===== src/rtl/mux_nto1_stream.sv =====
// N:1 stream multiplexer with a one-entry registered output stage, selected manually or by round-robin.
// Optional even-parity output enabled by defining MUX_PARITY_EN.
module mux_nto1_stream #(
  parameter int unsigned N = 4,
  parameter int unsigned W = 8,
  localparam int unsigned SW = $clog2(N)
) (
  input  logic              clk,
  input  logic              rst,
  input  logic              mode,
  input  logic [SW-1:0]     sel,
  input  logic [N*W-1:0]    in_data,
  input  logic [N-1:0]      in_valid,
  output logic [N-1:0]      in_ready,
  output logic [W-1:0]      out_data,
  output logic              out_valid,
  input  logic              out_ready,
  output logic [SW-1:0]     out_chan
`ifdef MUX_PARITY_EN
  ,
  output logic              out_parity
`endif
);

  logic [SW-1:0] last;
  logic [SW-1:0] rr_idx;
  logic          rr_found;
  logic [SW-1:0] cidx;
  int unsigned   cand;
  logic          man_ok;
  logic [SW-1:0] grant;
  logic          grant_ok;
  logic          load;
  logic          xfer;
  logic [W-1:0]  sel_data;

  assign load = !out_valid || out_ready;

  // Manual select is always in range when N is a power of two.
  if ((1 << SW) == N) begin : g_pow2
    assign man_ok = 1'b1;
  end else begin : g_npow2
    assign man_ok = (sel < SW'(N));
  end

  // Scan last+1 .. last+N (mod N); the first valid channel wins.
  always_comb begin
    rr_found = 1'b0;
    rr_idx   = '0;
    cand     = 0;
    cidx     = '0;
    for (int unsigned i = 0; i < N; i++) begin
      cand = (32'(last) + i + 1) % N;
      cidx = SW'(cand);
      if (!rr_found && in_valid[cidx]) begin
        rr_found = 1'b1;
        rr_idx   = cidx;
      end
    end
  end

  assign grant    = mode ? rr_idx : sel;
  assign grant_ok = mode ? rr_found : man_ok;

  always_comb begin
    in_ready = '0;
    for (int unsigned k = 0; k < N; k++) begin
      in_ready[k] = !rst && load && grant_ok && (grant == SW'(k));
    end
  end

  assign xfer = |(in_valid & in_ready);

  always_comb begin
    sel_data = '0;
    for (int unsigned k = 0; k < N; k++) begin
      if (grant == SW'(k)) sel_data = in_data[k*W +: W];
    end
  end

  always_ff @(posedge clk) begin
    if (rst) begin
      out_valid <= 1'b0;
      out_data  <= '0;
      out_chan  <= '0;
      last      <= SW'(N - 1);
    end else if (load) begin
      if (xfer) begin
        out_valid <= 1'b1;
        out_data  <= sel_data;
        out_chan  <= grant;
        if (mode) last <= grant;
      end else begin
        out_valid <= 1'b0;
      end
    end
  end

`ifdef MUX_PARITY_EN
  always_ff @(posedge clk) begin
    if (rst) begin
      out_parity <= 1'b0;
    end else if (load && xfer) begin
      out_parity <= ^sel_data;
    end
  end
`endif

endmodule


===== config.mk =====
export PLATFORM = sky130hd
export DESIGN_NAME = mux_nto1_stream
export DESIGN_NICKNAME = d
export VERILOG_FILES = /design/src/rtl/mux_nto1_stream.sv
export SDC_FILE = /design/constraint.sdc
export NUM_CORES = 1
export LEC_CHECK = 0
export CAP_MARGIN = 20
export CELL_PAD_IN_SITES_DETAIL_PLACEMENT = 0
export CELL_PAD_IN_SITES_GLOBAL_PLACEMENT = 2
export CORE_MARGIN = 2
export CORE_UTILIZATION = 22
export DETAILED_ROUTE_END_ITERATION = 8
export PLACE_DENSITY_LB_ADDON = 0.12
export RECOVER_POWER = 100
export SETUP_SLACK_MARGIN = 0.5
export SYNTH_ARGS = -nofsm -noshare
export SYNTH_HDL_FRONTEND = slang
export SYNTH_SLANG_ARGS = --single-unit
export TNS_END_PERCENT = 100

===== constraint.sdc =====
create_clock -name clk -period 3.1 [get_ports clk]
set_clock_uncertainty 0.05 [all_clocks]
set_input_delay 0.775 -clock clk [delete_from_list [all_inputs] [get_ports clk]]
set_output_delay 0.775 -clock clk [all_outputs]
set_load 0.01 [all_outputs]

==> results.md, run 1 <==
- Die area: slightly below 6000 um^2
- RD Place Congestion: about 0.81
- Mapped Area: ~1200 um^2
- Synth area leader: dfxtp_1
- Compound-Gate Fraction of Synth Area: between 20 and 30%
- Final hold viol count: 0
- Finished Layout Cells: 279
- Post-synthesis sequential area ratio: ~22%
- First-pass GRT wire length: between 6000 and 7000 um
- Relative slew slack: 65.75%
- Final WS setup: just over 0.08 ns
- Syn avg cell area: between 8 and 9 um^2
- Vias per cell: 4.498
- Clk sink count: 13
- ANT cells: 0
- Final WL: 3579 um
- Final worst-path cycle share: a little over nine tenths
- Layout cells sized above 1: between 30% and 40%
- CP max FO: 5
- Maximum vdd drop: 162.3 uV
- Total chip power: approximately 0.00073 W
- Worst Hold Class: reg2reg
- RSZ-0062 raised after global routing: true
- Pwr Density: ~360 nW/um^2
- Seq cells post-synth: 13
- Remaining antenna violation count after routing: 0
- DR iter-0 viols: 23
- Place WS: -0.7078 ns
- Outcome: complete, no violations
- DRC viols: 0
- Synth cell types: 39
- CORE AREA: ~5100 um^2
- Width of the die: ~77 um
- Root Driver: clkbuf_8
- Detailed Place HPWL: about 2900 um
- Synth warn: 0
- Area growth syn-to-layout: 74.76%
- Xor-xnor portion of the synthesized cell area: 0%
- # rows: 26
- Total gr overflow: 0
- Simple-Gate Fraction of Synth Area: between 15 and 20%
- Worst EP arrival: 2.19 ns
- Adder-Cell Fraction of Synth Area: 0%
- Setup violations, final: 0
- Worst Setup Path Type: in2out
- Post-Synthesis Cells: approximately 130
- Die span in y: approximately 77 um
- Final hold slack: 0.4066 ns
- Fmax: approximately 0.33 GHz
- CTS tree: built
- Fin crit period: 3.019 ns
- Total GRT Usage: a little over an eighth
- Vias in the first global route: roughly 1,300
- Startpoint Class: input pin
- Average wire per standard cell: 12.83 um
- Antenna violations before repair: 0
- Final nets: around 250
- Num CTS Buffers: 3
- Starting Density: a little under a quarter
- DP Cell Count: 273
- Maximum level of the CTS H-tree: 1
- Top cell type's share of synthesized area: between 20% and 30%
- Max Cap Violations: 0
- Worst EP required: 2.27 ns
- Crit. End Element: output port
- Vias: about 1,300
- Slew Viols, Final: 0
- Synth top area cells: dfxtp_1 22%, mux2i_1 14%, mux2_2 7.8%
- Largest net degree at the start of global routing: 16
- Clock Tree Buf Depth: 2
- Clock Latency Late Sink: 0.24 ns
- PortBufs: 56
- Clock transition at the registers of the reported paths: ~0.050 ns
- Final TNS setup: 0 ns
- Combinational family with the most area after synthesis: compound AO/OA/AOI/OAI gates
- Multiplexer area fraction after synthesis: approximately a quarter
- Fillers: between 500 and 600
- Leakage: 0.8446 nW
- I/O pin count: 57
- Slew at the pin closest to its max-slew limit: about 0.51 ns
- Post-Syn Nets: between 150 and 200
- Pre-Repair DR Iteration Count: 4
synthesized netlist by cell type:
cell       instances
mux2i_1           16
dfxtp_1           13
o211ai_1          11
nand2_1           10
o21ai_2            9
buf_2              8
mux2_2             8
a21oi_1            6
nand2b_1           6
nor2_1             6
inv_1              4
nor3_1             3
and3_1             2
or2b_1             2
a21boi_1           1
a21oi_2            1
a22o_1             1
a22oi_2            1
a32oi_1            1
and2_1             1
buf_12             1
buf_4              1
clkbuf_1           1
mux2i_4            1
mux4_2             1
nand2b_4           1
nor2b_1            1
nor3b_1            1
nor4_1             1
o2111ai_1          1
o211a_1            1
o21ai_1            1
o21ai_4            1
o221ai_2           1
o41a_1             1
o41ai_1            1
or2_2              1
or3b_1             1
or4b_1             1
critical path, cell delays in order:
cell and delay [ns]:
buf_8 0.10, or4b_1 0.53, o211a_4 0.25, a22o_4 0.24, and3_4 0.18, buf_6 0.11
cell families (layout without fill, tap and decap cells):
logic type / count (synthesis) / in the layout
simple gates: 37 / 37
compound gates: 38 / 38
flops: 13 / 13
mux: 26 / 26
buf+inv: 15 / 95
where the power goes:
group | internal [W] | total [W] | switching, W
logic | 0.000207 | 0.000364 | 0.000156
clock network | 0.0000887 | 0.000150 | 0.0000614
registers | 0.000197 | 0.000215 | 0.0000181
per-stage QoR:
step	cell area [um^2]	util, %
after floorplan	1209	-
after global placement	1981	38.78
after detailed placement	1981	38.78
after CTS	2059	40.32
after global routing	2027	39.69
final	2027	39.69
final timing paths:
check                                 from                        to  slack [ns]  cells after the start
hold reg to reg   out_chan[1]$_SDFFE_PP0P_  out_chan[1]$_SDFFE_PP0P_        0.41                      2
setup reg to reg      last[0]$_SDFFE_PP1P_  out_data[5]$_SDFFE_PP0P_        0.46                      7
setup / recovery               in_valid[3]               in_ready[3]        0.08                      6
hold / removal    out_chan[1]$_SDFFE_PP0P_  out_chan[1]$_SDFFE_PP0P_        0.41                      2
registers in the layout, summed over array words and instances (netlist names):
name / count
last: 2
out_valid: 1
out_chan: 2
out_data: 8
cell usage in the layout, fill, tap and decap left out, types with 2 or more instances in the layout:
cell type | synthesis | routed
clkbuf_8 | 0 | 3
buf_6 | 0 | 3
nand2_1 | 10 | 10
a21oi_1 | 6 | 5
clkdlybuf4s50_1 | 0 | 35
dfxtp_1 | 13 | 13
inv_1 | 4 | 3
o21ai_2 | 9 | 10
nand2b_1 | 6 | 5
nor3_2 | 0 | 2
clkbuf_1 | 1 | 2
o211ai_1 | 11 | 11
a21oi_2 | 1 | 2
or2b_1 | 2 | 2
clkbuf_2 | 0 | 2
buf_4 | 1 | 29
dlygate4sd3_1 | 0 | 11
buf_2 | 8 | 2
nor2_1 | 6 | 5
mux2i_1 | 16 | 16
mux2_2 | 8 | 8
dlygate4sd2_1 | 0 | 2
layout make-up:
class	count	area [um^2]	share of cell area (%)
clock inverter	1	5.005	0.2469
clock buffer	3	41.29	2.037
multi-input combinational	101	845.8	41.73
timing repair buffer	87	772.0	38.09
tap	70	87.58	4.321
inverter	4	15.01	0.7407
sequential	13	260.3	12.84
routing by layer:
metal,part of all wire (%),vias to the layer above,global-route usage (%)
met5,0,-,0
met4,0.47,0,3.455
met3,6.6,2,3.791
met2,49,38,22.74
met1,44,569,16.05
li1,-,646,-
timing repair:
item / 4_1_cts / 5_1_grt
hold buffers: 0 / 0
buffers inserted: 2 / 0
resized for setup: 49 / 3
endpoints found under the setup margin: 17 / 6
pin swaps: 8 / 2
Note: power is estimated with default switching activity, not from simulation.
==> run 2: changes to the inputs <==
ABC_AREA = 0   (was default)
==> results of run 2 <==
No change in the layout: final DEF, timing and power equal those of run 1.
